## config.mk

```make
export PLATFORM = sky130hd
export DESIGN_NAME = multicycle_control_fsm_flat
export DESIGN_NICKNAME = d
export VERILOG_FILES = /design/src/rtl/multicycle_control_fsm_if.sv /design/src/rtl/multicycle_control_fsm.sv /design/src/flat_wrapper.sv
export SDC_FILE = /design/constraint.sdc
export NUM_CORES = 1
export LEC_CHECK = 0
export ABC_CLOCK_PERIOD_IN_PS = 2300
export CELL_PAD_IN_SITES_DETAIL_PLACEMENT = 2
export CELL_PAD_IN_SITES_GLOBAL_PLACEMENT = 2
export CORE_UTILIZATION = 24
export CTS_CLUSTER_SIZE = 10
export DETAILED_ROUTE_END_ITERATION = 10
export PLACE_DENSITY_LB_ADDON = 0.1
export SLEW_MARGIN = 20
export SYNTH_ARGS = -nofsm -noshare
export SYNTH_HDL_FRONTEND = slang
export SYNTH_SLANG_ARGS = --single-unit
```

## constraint.sdc

```tcl
create_clock -name clk -period 2.3 [get_ports clk]
set_input_delay 0.46 -clock clk [delete_from_list [all_inputs] [get_ports clk]]
set_output_delay 0.46 -clock clk [all_outputs]
set_load 0.01 [all_outputs]
```

## src/rtl/multicycle_control_fsm_if.sv

```systemverilog
// ============================================================================
// Module      : multicycle_control_fsm_if
// Description : Control bus between the multicycle MIPS sequencer and its
//               datapath: opcode/ready inputs, mux selects, write strobes and
//               status flags.
// Revision    : 1.0 - initial release
// ============================================================================
`default_nettype none

interface multicycle_control_fsm_if;
    logic [5:0] opcode;
    logic       mem_ready;
    logic       pc_write;
    logic       pc_write_cond;
    logic       i_or_d;
    logic       mem_read;
    logic       mem_write;
    logic       ir_write;
    logic       mem_to_reg;
    logic       reg_dst;
    logic       reg_write;
    logic       alu_src_a;
    logic [1:0] alu_src_b;
    logic [1:0] alu_op;
    logic [1:0] pc_source;
    logic [3:0] state;
    logic       illegal_op;
    logic       bus_error;

    // Sequencer side: consumes opcode/ready, drives every control line.
    modport master (
        input  opcode, mem_ready,
        output pc_write, pc_write_cond, i_or_d, mem_read, mem_write, ir_write,
               mem_to_reg, reg_dst, reg_write, alu_src_a, alu_src_b, alu_op,
               pc_source, state, illegal_op, bus_error
    );

    // Datapath side: supplies opcode/ready, obeys the control lines.
    modport slave (
        output opcode, mem_ready,
        input  pc_write, pc_write_cond, i_or_d, mem_read, mem_write, ir_write,
               mem_to_reg, reg_dst, reg_write, alu_src_a, alu_src_b, alu_op,
               pc_source, state, illegal_op, bus_error
    );
endinterface

`default_nettype wire

```

## src/rtl/multicycle_control_fsm.sv

```systemverilog
// ============================================================================
// Module      : multicycle_control_fsm
// Description : Multicycle MIPS sequencing controller. Walks each instruction
//               through fetch/decode/execute/memory/writeback, stalls on
//               mem_ready, aborts memory accesses after MAX_WAIT not-ready
//               cycles and flags unsupported opcodes.
//               Optional feature macro: MC_ADDI_EN (adds addi support).
// Revision    : 1.0 - initial release
// ============================================================================
`default_nettype none

module multicycle_control_fsm #(
    parameter int MAX_WAIT = 16
) (
    input  logic                       clk,
    input  logic                       rst_n,
    multicycle_control_fsm_if.master   bus
);

    localparam int            CW        = $clog2(MAX_WAIT);
    localparam logic [CW-1:0] WAIT_LAST = CW'(MAX_WAIT - 1);
    localparam logic [CW-1:0] WAIT_ONE  = CW'(1);

    localparam logic [5:0] OP_RTYPE = 6'b000000;
    localparam logic [5:0] OP_LW    = 6'b100011;
    localparam logic [5:0] OP_SW    = 6'b101011;
    localparam logic [5:0] OP_BEQ   = 6'b000100;
    localparam logic [5:0] OP_J     = 6'b000010;
`ifdef MC_ADDI_EN
    localparam logic [5:0] OP_ADDI  = 6'b001000;
`endif

    typedef enum logic [3:0] {
        S_FETCH  = 4'd0,
        S_DECODE = 4'd1,
        S_MEMADR = 4'd2,
        S_MEMRD  = 4'd3,
        S_MEMWB  = 4'd4,
        S_MEMWR  = 4'd5,
        S_EXEC   = 4'd6,
        S_ALUWB  = 4'd7,
        S_BRANCH = 4'd8,
        S_JUMP   = 4'd9,
        S_ADDIEX = 4'd10,
        S_ADDIWB = 4'd11
    } state_e;

    state_e          state_q, state_d;
    logic [CW-1:0]   wait_q, wait_d;
    logic            mem_state;
    logic            timeout;

    // State and wait-counter registers with synchronous active-low reset.
    always_ff @(posedge clk) begin
        if (!rst_n) begin
            state_q <= S_FETCH;
            wait_q  <= '0;
        end else begin
            state_q <= state_d;
            wait_q  <= wait_d;
        end
    end

    // Next-state, wait-counter and Moore output decode (FETCH strobes gated by mem_ready).
    always_comb begin
        state_d           = state_q;
        bus.pc_write      = 1'b0;
        bus.pc_write_cond = 1'b0;
        bus.i_or_d        = 1'b0;
        bus.mem_read      = 1'b0;
        bus.mem_write     = 1'b0;
        bus.ir_write      = 1'b0;
        bus.mem_to_reg    = 1'b0;
        bus.reg_dst       = 1'b0;
        bus.reg_write     = 1'b0;
        bus.alu_src_a     = 1'b0;
        bus.alu_src_b     = 2'b00;
        bus.alu_op        = 2'b00;
        bus.pc_source     = 2'b00;
        bus.illegal_op    = 1'b0;
        bus.state         = state_q;

        // Only the three states that wait on memory can time out; reset masks the abort.
        mem_state = (state_q == S_FETCH) || (state_q == S_MEMRD) || (state_q == S_MEMWR);
        timeout   = rst_n && mem_state && !bus.mem_ready && (wait_q == WAIT_LAST);
        bus.bus_error = timeout;

        case (state_q)
            S_FETCH: begin
                bus.mem_read  = 1'b1;
                bus.alu_src_b = 2'b01;
                bus.ir_write  = bus.mem_ready;
                bus.pc_write  = bus.mem_ready;
                if (bus.mem_ready) state_d = S_DECODE;
            end
            S_DECODE: begin
                bus.alu_src_b = 2'b11;
                case (bus.opcode)
                    OP_RTYPE:      state_d = S_EXEC;
                    OP_LW, OP_SW:  state_d = S_MEMADR;
                    OP_BEQ:        state_d = S_BRANCH;
                    OP_J:          state_d = S_JUMP;
`ifdef MC_ADDI_EN
                    OP_ADDI:       state_d = S_ADDIEX;
`endif
                    default: begin
                        state_d        = S_FETCH;
                        bus.illegal_op = rst_n;
                    end
                endcase
            end
            S_MEMADR: begin
                bus.alu_src_a = 1'b1;
                bus.alu_src_b = 2'b10;
                if (bus.opcode == OP_LW)      state_d = S_MEMRD;
                else if (bus.opcode == OP_SW) state_d = S_MEMWR;
                else                          state_d = S_FETCH;
            end
            S_MEMRD: begin
                bus.mem_read = 1'b1;
                bus.i_or_d   = 1'b1;
                if (bus.mem_ready) state_d = S_MEMWB;
            end
            S_MEMWB: begin
                bus.mem_to_reg = 1'b1;
                bus.reg_write  = 1'b1;
                state_d        = S_FETCH;
            end
            S_MEMWR: begin
                bus.mem_write = 1'b1;
                bus.i_or_d    = 1'b1;
                if (bus.mem_ready) state_d = S_FETCH;
            end
            S_EXEC: begin
                bus.alu_src_a = 1'b1;
                bus.alu_op    = 2'b10;
                state_d       = S_ALUWB;
            end
            S_ALUWB: begin
                bus.reg_dst   = 1'b1;
                bus.reg_write = 1'b1;
                state_d       = S_FETCH;
            end
            S_BRANCH: begin
                bus.alu_src_a     = 1'b1;
                bus.alu_op        = 2'b01;
                bus.pc_write_cond = 1'b1;
                bus.pc_source     = 2'b01;
                state_d           = S_FETCH;
            end
            S_JUMP: begin
                bus.pc_write  = 1'b1;
                bus.pc_source = 2'b10;
                state_d       = S_FETCH;
            end
`ifdef MC_ADDI_EN
            S_ADDIEX: begin
                bus.alu_src_a = 1'b1;
                bus.alu_src_b = 2'b10;
                state_d       = S_ADDIWB;
            end
            S_ADDIWB: begin
                bus.reg_write = 1'b1;
                state_d       = S_FETCH;
            end
`endif
            default: begin
                // Unreachable codes: all outputs stay 0, recover to FETCH.
                state_d = S_FETCH;
            end
        endcase

        // Abort overrides the normal transition; a FETCH abort refetches the same PC.
        if (timeout) state_d = S_FETCH;

        // Counter tracks consecutive not-ready cycles within one memory state.
        if ((state_d != state_q) || bus.mem_ready || timeout || !mem_state)
            wait_d = '0;
        else
            wait_d = wait_q + WAIT_ONE;
    end

endmodule

`default_nettype wire
```

## src/flat_wrapper.sv

```systemverilog
// flat-port wrapper written by rule: the top's interface ports become plain ports
module multicycle_control_fsm_flat 
#(
    parameter int MAX_WAIT = 16
)
  (clk, rst_n, bus_opcode, bus_mem_ready, bus_pc_write, bus_pc_write_cond, bus_i_or_d, bus_mem_read, bus_mem_write, bus_ir_write, bus_mem_to_reg, bus_reg_dst, bus_reg_write, bus_alu_src_a, bus_alu_src_b, bus_alu_op, bus_pc_source, bus_state, bus_illegal_op, bus_bus_error);
  multicycle_control_fsm_if bus_i ();
  input  logic clk;
  input  logic rst_n;
  input wire logic [$bits(bus_i.opcode)-1:0] bus_opcode;
  input wire logic [$bits(bus_i.mem_ready)-1:0] bus_mem_ready;
  output wire logic [$bits(bus_i.pc_write)-1:0] bus_pc_write;
  output wire logic [$bits(bus_i.pc_write_cond)-1:0] bus_pc_write_cond;
  output wire logic [$bits(bus_i.i_or_d)-1:0] bus_i_or_d;
  output wire logic [$bits(bus_i.mem_read)-1:0] bus_mem_read;
  output wire logic [$bits(bus_i.mem_write)-1:0] bus_mem_write;
  output wire logic [$bits(bus_i.ir_write)-1:0] bus_ir_write;
  output wire logic [$bits(bus_i.mem_to_reg)-1:0] bus_mem_to_reg;
  output wire logic [$bits(bus_i.reg_dst)-1:0] bus_reg_dst;
  output wire logic [$bits(bus_i.reg_write)-1:0] bus_reg_write;
  output wire logic [$bits(bus_i.alu_src_a)-1:0] bus_alu_src_a;
  output wire logic [$bits(bus_i.alu_src_b)-1:0] bus_alu_src_b;
  output wire logic [$bits(bus_i.alu_op)-1:0] bus_alu_op;
  output wire logic [$bits(bus_i.pc_source)-1:0] bus_pc_source;
  output wire logic [$bits(bus_i.state)-1:0] bus_state;
  output wire logic [$bits(bus_i.illegal_op)-1:0] bus_illegal_op;
  output wire logic [$bits(bus_i.bus_error)-1:0] bus_bus_error;
  assign bus_i.opcode = bus_opcode;
  assign bus_i.mem_ready = bus_mem_ready;
  assign bus_pc_write = bus_i.pc_write;
  assign bus_pc_write_cond = bus_i.pc_write_cond;
  assign bus_i_or_d = bus_i.i_or_d;
  assign bus_mem_read = bus_i.mem_read;
  assign bus_mem_write = bus_i.mem_write;
  assign bus_ir_write = bus_i.ir_write;
  assign bus_mem_to_reg = bus_i.mem_to_reg;
  assign bus_reg_dst = bus_i.reg_dst;
  assign bus_reg_write = bus_i.reg_write;
  assign bus_alu_src_a = bus_i.alu_src_a;
  assign bus_alu_src_b = bus_i.alu_src_b;
  assign bus_alu_op = bus_i.alu_op;
  assign bus_pc_source = bus_i.pc_source;
  assign bus_state = bus_i.state;
  assign bus_illegal_op = bus_i.illegal_op;
  assign bus_bus_error = bus_i.bus_error;
  multicycle_control_fsm #(.MAX_WAIT(MAX_WAIT)) u_core (.clk(clk), .rst_n(rst_n), .bus(bus_i));
endmodule
```

==> out/results.ini <==
[cts]
postCtsSetupBuffers = 0
postCtsHoldBufs = 0
cts.path.max_buffers = 2
clock-sinks = 8
h-tree-depth = 1
cts_tree = done
cts.repair.resized = 15
numCtsBuffers = 3
cts_root_buffer = clkbuf_4
cts.clk_slew.worst_paths_ns = 0.05
clk_latency_ns = 0.25

[grt]
grt_pass1_wl_um = 4320
grt_pass1_vias = 909
grt_max_degree = 18
grt_antenna_before_repair = 0
grt_overflow = 0
grt_usage = 0.168

[synthesis]
avgSynthCellArea_um2 = 7.94
synthTopCellsByCount = nor2_1, dfxtp_1, nor3_1
synth-edff-count = 0
synth_top_area_cell = dfxtp_1
synth-seq-cells = 8
yosysUniqueCellTypes = 40
synthMuxAreaShare = 0
yosysMostFrequentCell = nor2_1
synthAdderAreaFrac = 0.0169
synth_top_family_by_area = simple AND/OR/NAND/NOR gates
synth_ff_type = dfxtp_1
yosysSeqAreaShare = 0.217
synth-compound-area-share = 0.151
ys.warnings.count = 0
synth_area_um2 = 738
syn-instance-count = 93
async_reset_ff_frac = 0
synth_area_leaders = dfxtp_1, nor2_1, nor3b_1
syn_nets = 103
synth_top_area_share = 0.217
synth_xor_xnor_area_share = 0.0593
yosys.area_share.simple = 0.486

[timing]
fmax_mhz = 454
setup_tns_ns = 0
fin_skew_ns = 0.00134
grt_setup_unrepaired = no
worst_pin_slew_ns = 0.304
period_needed_ns = 2.20
drv_slew = 0
post-route-period-util = 0.958
setup_viol = 0
hold_viol = 0
slew_headroom = 0.798

[drt]
drt_wl_total_um = 2500
routedWlPerCell_um = 15.2
drc = 0
vias_per_cell = 5.36
vias = 885
drt_iter0_drc = 26
antenna_left = 0
first_pass_iters = 3

[pwr]
combPwrFrac = 0.275
power_frac_seq = 0.416
clockPowerShare = 0.309
p_sw_uw = 94.0
internal-power_uw = 252
p_sw_frac = 0.272
max-vdd-ir-drop_uv = 136
p_leak_nw = 0.459
power.density_nw_per_um2 = 289

[cells_and_area]
n_antenna_cell = 0
layout.cells.non_filler = 165
areaGrowthSynthToFinish_pct = 62.2
final_net_count = 146
fillCellCount = 334
drive_above_1_share = 0.239

[floorplan]
die_h_um = 57.5
coreArea_um2 = 2830
top_level_ports = 31
rows = 19
dieArea_um2 = 3300
start_util = 0.261
die_width_um = 57.5

[flow_run]
cap_viol_max_count = 0

[placement]
gp_congestion = 0.732
port_buffers = 30
hpwlAfterDp_um = 1980
dp.cells = 162

[min_path]
hold_depth = 1
min_path_type = flip-flop to flip-flop

[worst_setup_path]
worst_r2r_path_depth = 5
path_max_fanout = 11
worstPathArrival_ns = 1.74
start_kind = flip-flop
worst-setup-path-type = flip-flop to output port
critPathCaptureType = output port
crit_required_ns = 1.84

[run_status]
outcome = finished, final reports clean

[through the flow]
step | total power, mW | util | hold WS (ns) | setup WS (ns) | cell area (µm²)
finish | 0.346 | 0.423 | 0.493 | 0.0976 | 1200
CTS | 0.352 | 0.421 | 0.488 | 0.00962 | 1190
global route | 0.373 | 0.423 | 0.515 | 0.0184 | 1200
floorplan | 0.187 | - | 0.447 | 0.515 | 738
global placement | 0.237 | 0.402 | 0.465 | -0.206 | 1140
detailed placement | 0.240 | 0.402 | 0.483 | -0.259 | 1140
[final cells by class]
class,instances,area [µm²],area share
sequential,8,170,0.142
timing repair buffer,45,408,0.341
multi-input combinational,78,558,0.466
tap,31,38.8,0.0324
clock buffer,3,22.5,0.0188
[cells in the final DEF (no fill, tap or decap), types with 2 or more instances in the layout]
cell,instances
clkdlybuf4s50_1,26
nor2_1,14
buf_4,14
nor3_1,6
nand2b_1,4
nor3b_1,4
nor2b_1,4
xnor2_1,4
dfxtp_1,4
nand3_1,3
nand3b_1,3
nand2_1,3
clkbuf_4,3
dlygate4sd2_1,3
or2_1,2
o21ai_1,2
and3_1,2
and4_1,2
a31oi_1,2
dfxtp_2,2
dfxtp_4,2
[path summary, 6_finish.rpt]
kind | from | end | slack [ns]
setup / recovery | u_core.bus.state[2] | bus_ir_write | 0.1
hold / removal | u_core.wait_q[0] | u_core.wait_q[0] | 0.49
setup reg to reg | u_core.bus.state[2] | u_core.bus.state[0] | 0.81
hold reg to reg | u_core.wait_q[0] | u_core.wait_q[0] | 0.49
[power groups by stage]
stage                     Combinational (mW)  Clock [mW]  Sequential [mW]
after floorplan                       0.0397           0            0.147
after global placement                0.0884           0            0.149
after detailed placement              0.0916           0            0.149
after CTS                             0.0942       0.113            0.145
after global routing                   0.103       0.126            0.144
final                                 0.0950       0.107            0.144
[flip-flops by register name (all words and copies together), names as in the netlist]
| register | flops |
|---|---|
| u_core.bus.state | 4 |
| u_core.wait_q | 4 |
[worst max-delay path, stage by stage, from the launching register on]
cell and delay, ns:
dfxtp_4 0.38, or2_4 0.26, nor4b_4 0.27, clkdlybuf4s50_1 0.57
[kinds of logic after synthesis]
logic type / after synthesis
adders and majority gates: 1
buffers and inverters: 7
DFF: 8
AOI/OAI and AO/OA: 14
and+or+nand+nor: 58
xor gates and xnor gates: 5
[layer usage]
metal	part of all wire	track usage	vias up
li1	-	-	425
met1	0.45	0.217	441
met2	0.51	0.284	15
met3	0.026	0.0272	4
met4	0.012	0.0523	0
met5	0	0	-
No activity file was read; power rests on OpenSTA's default activity.
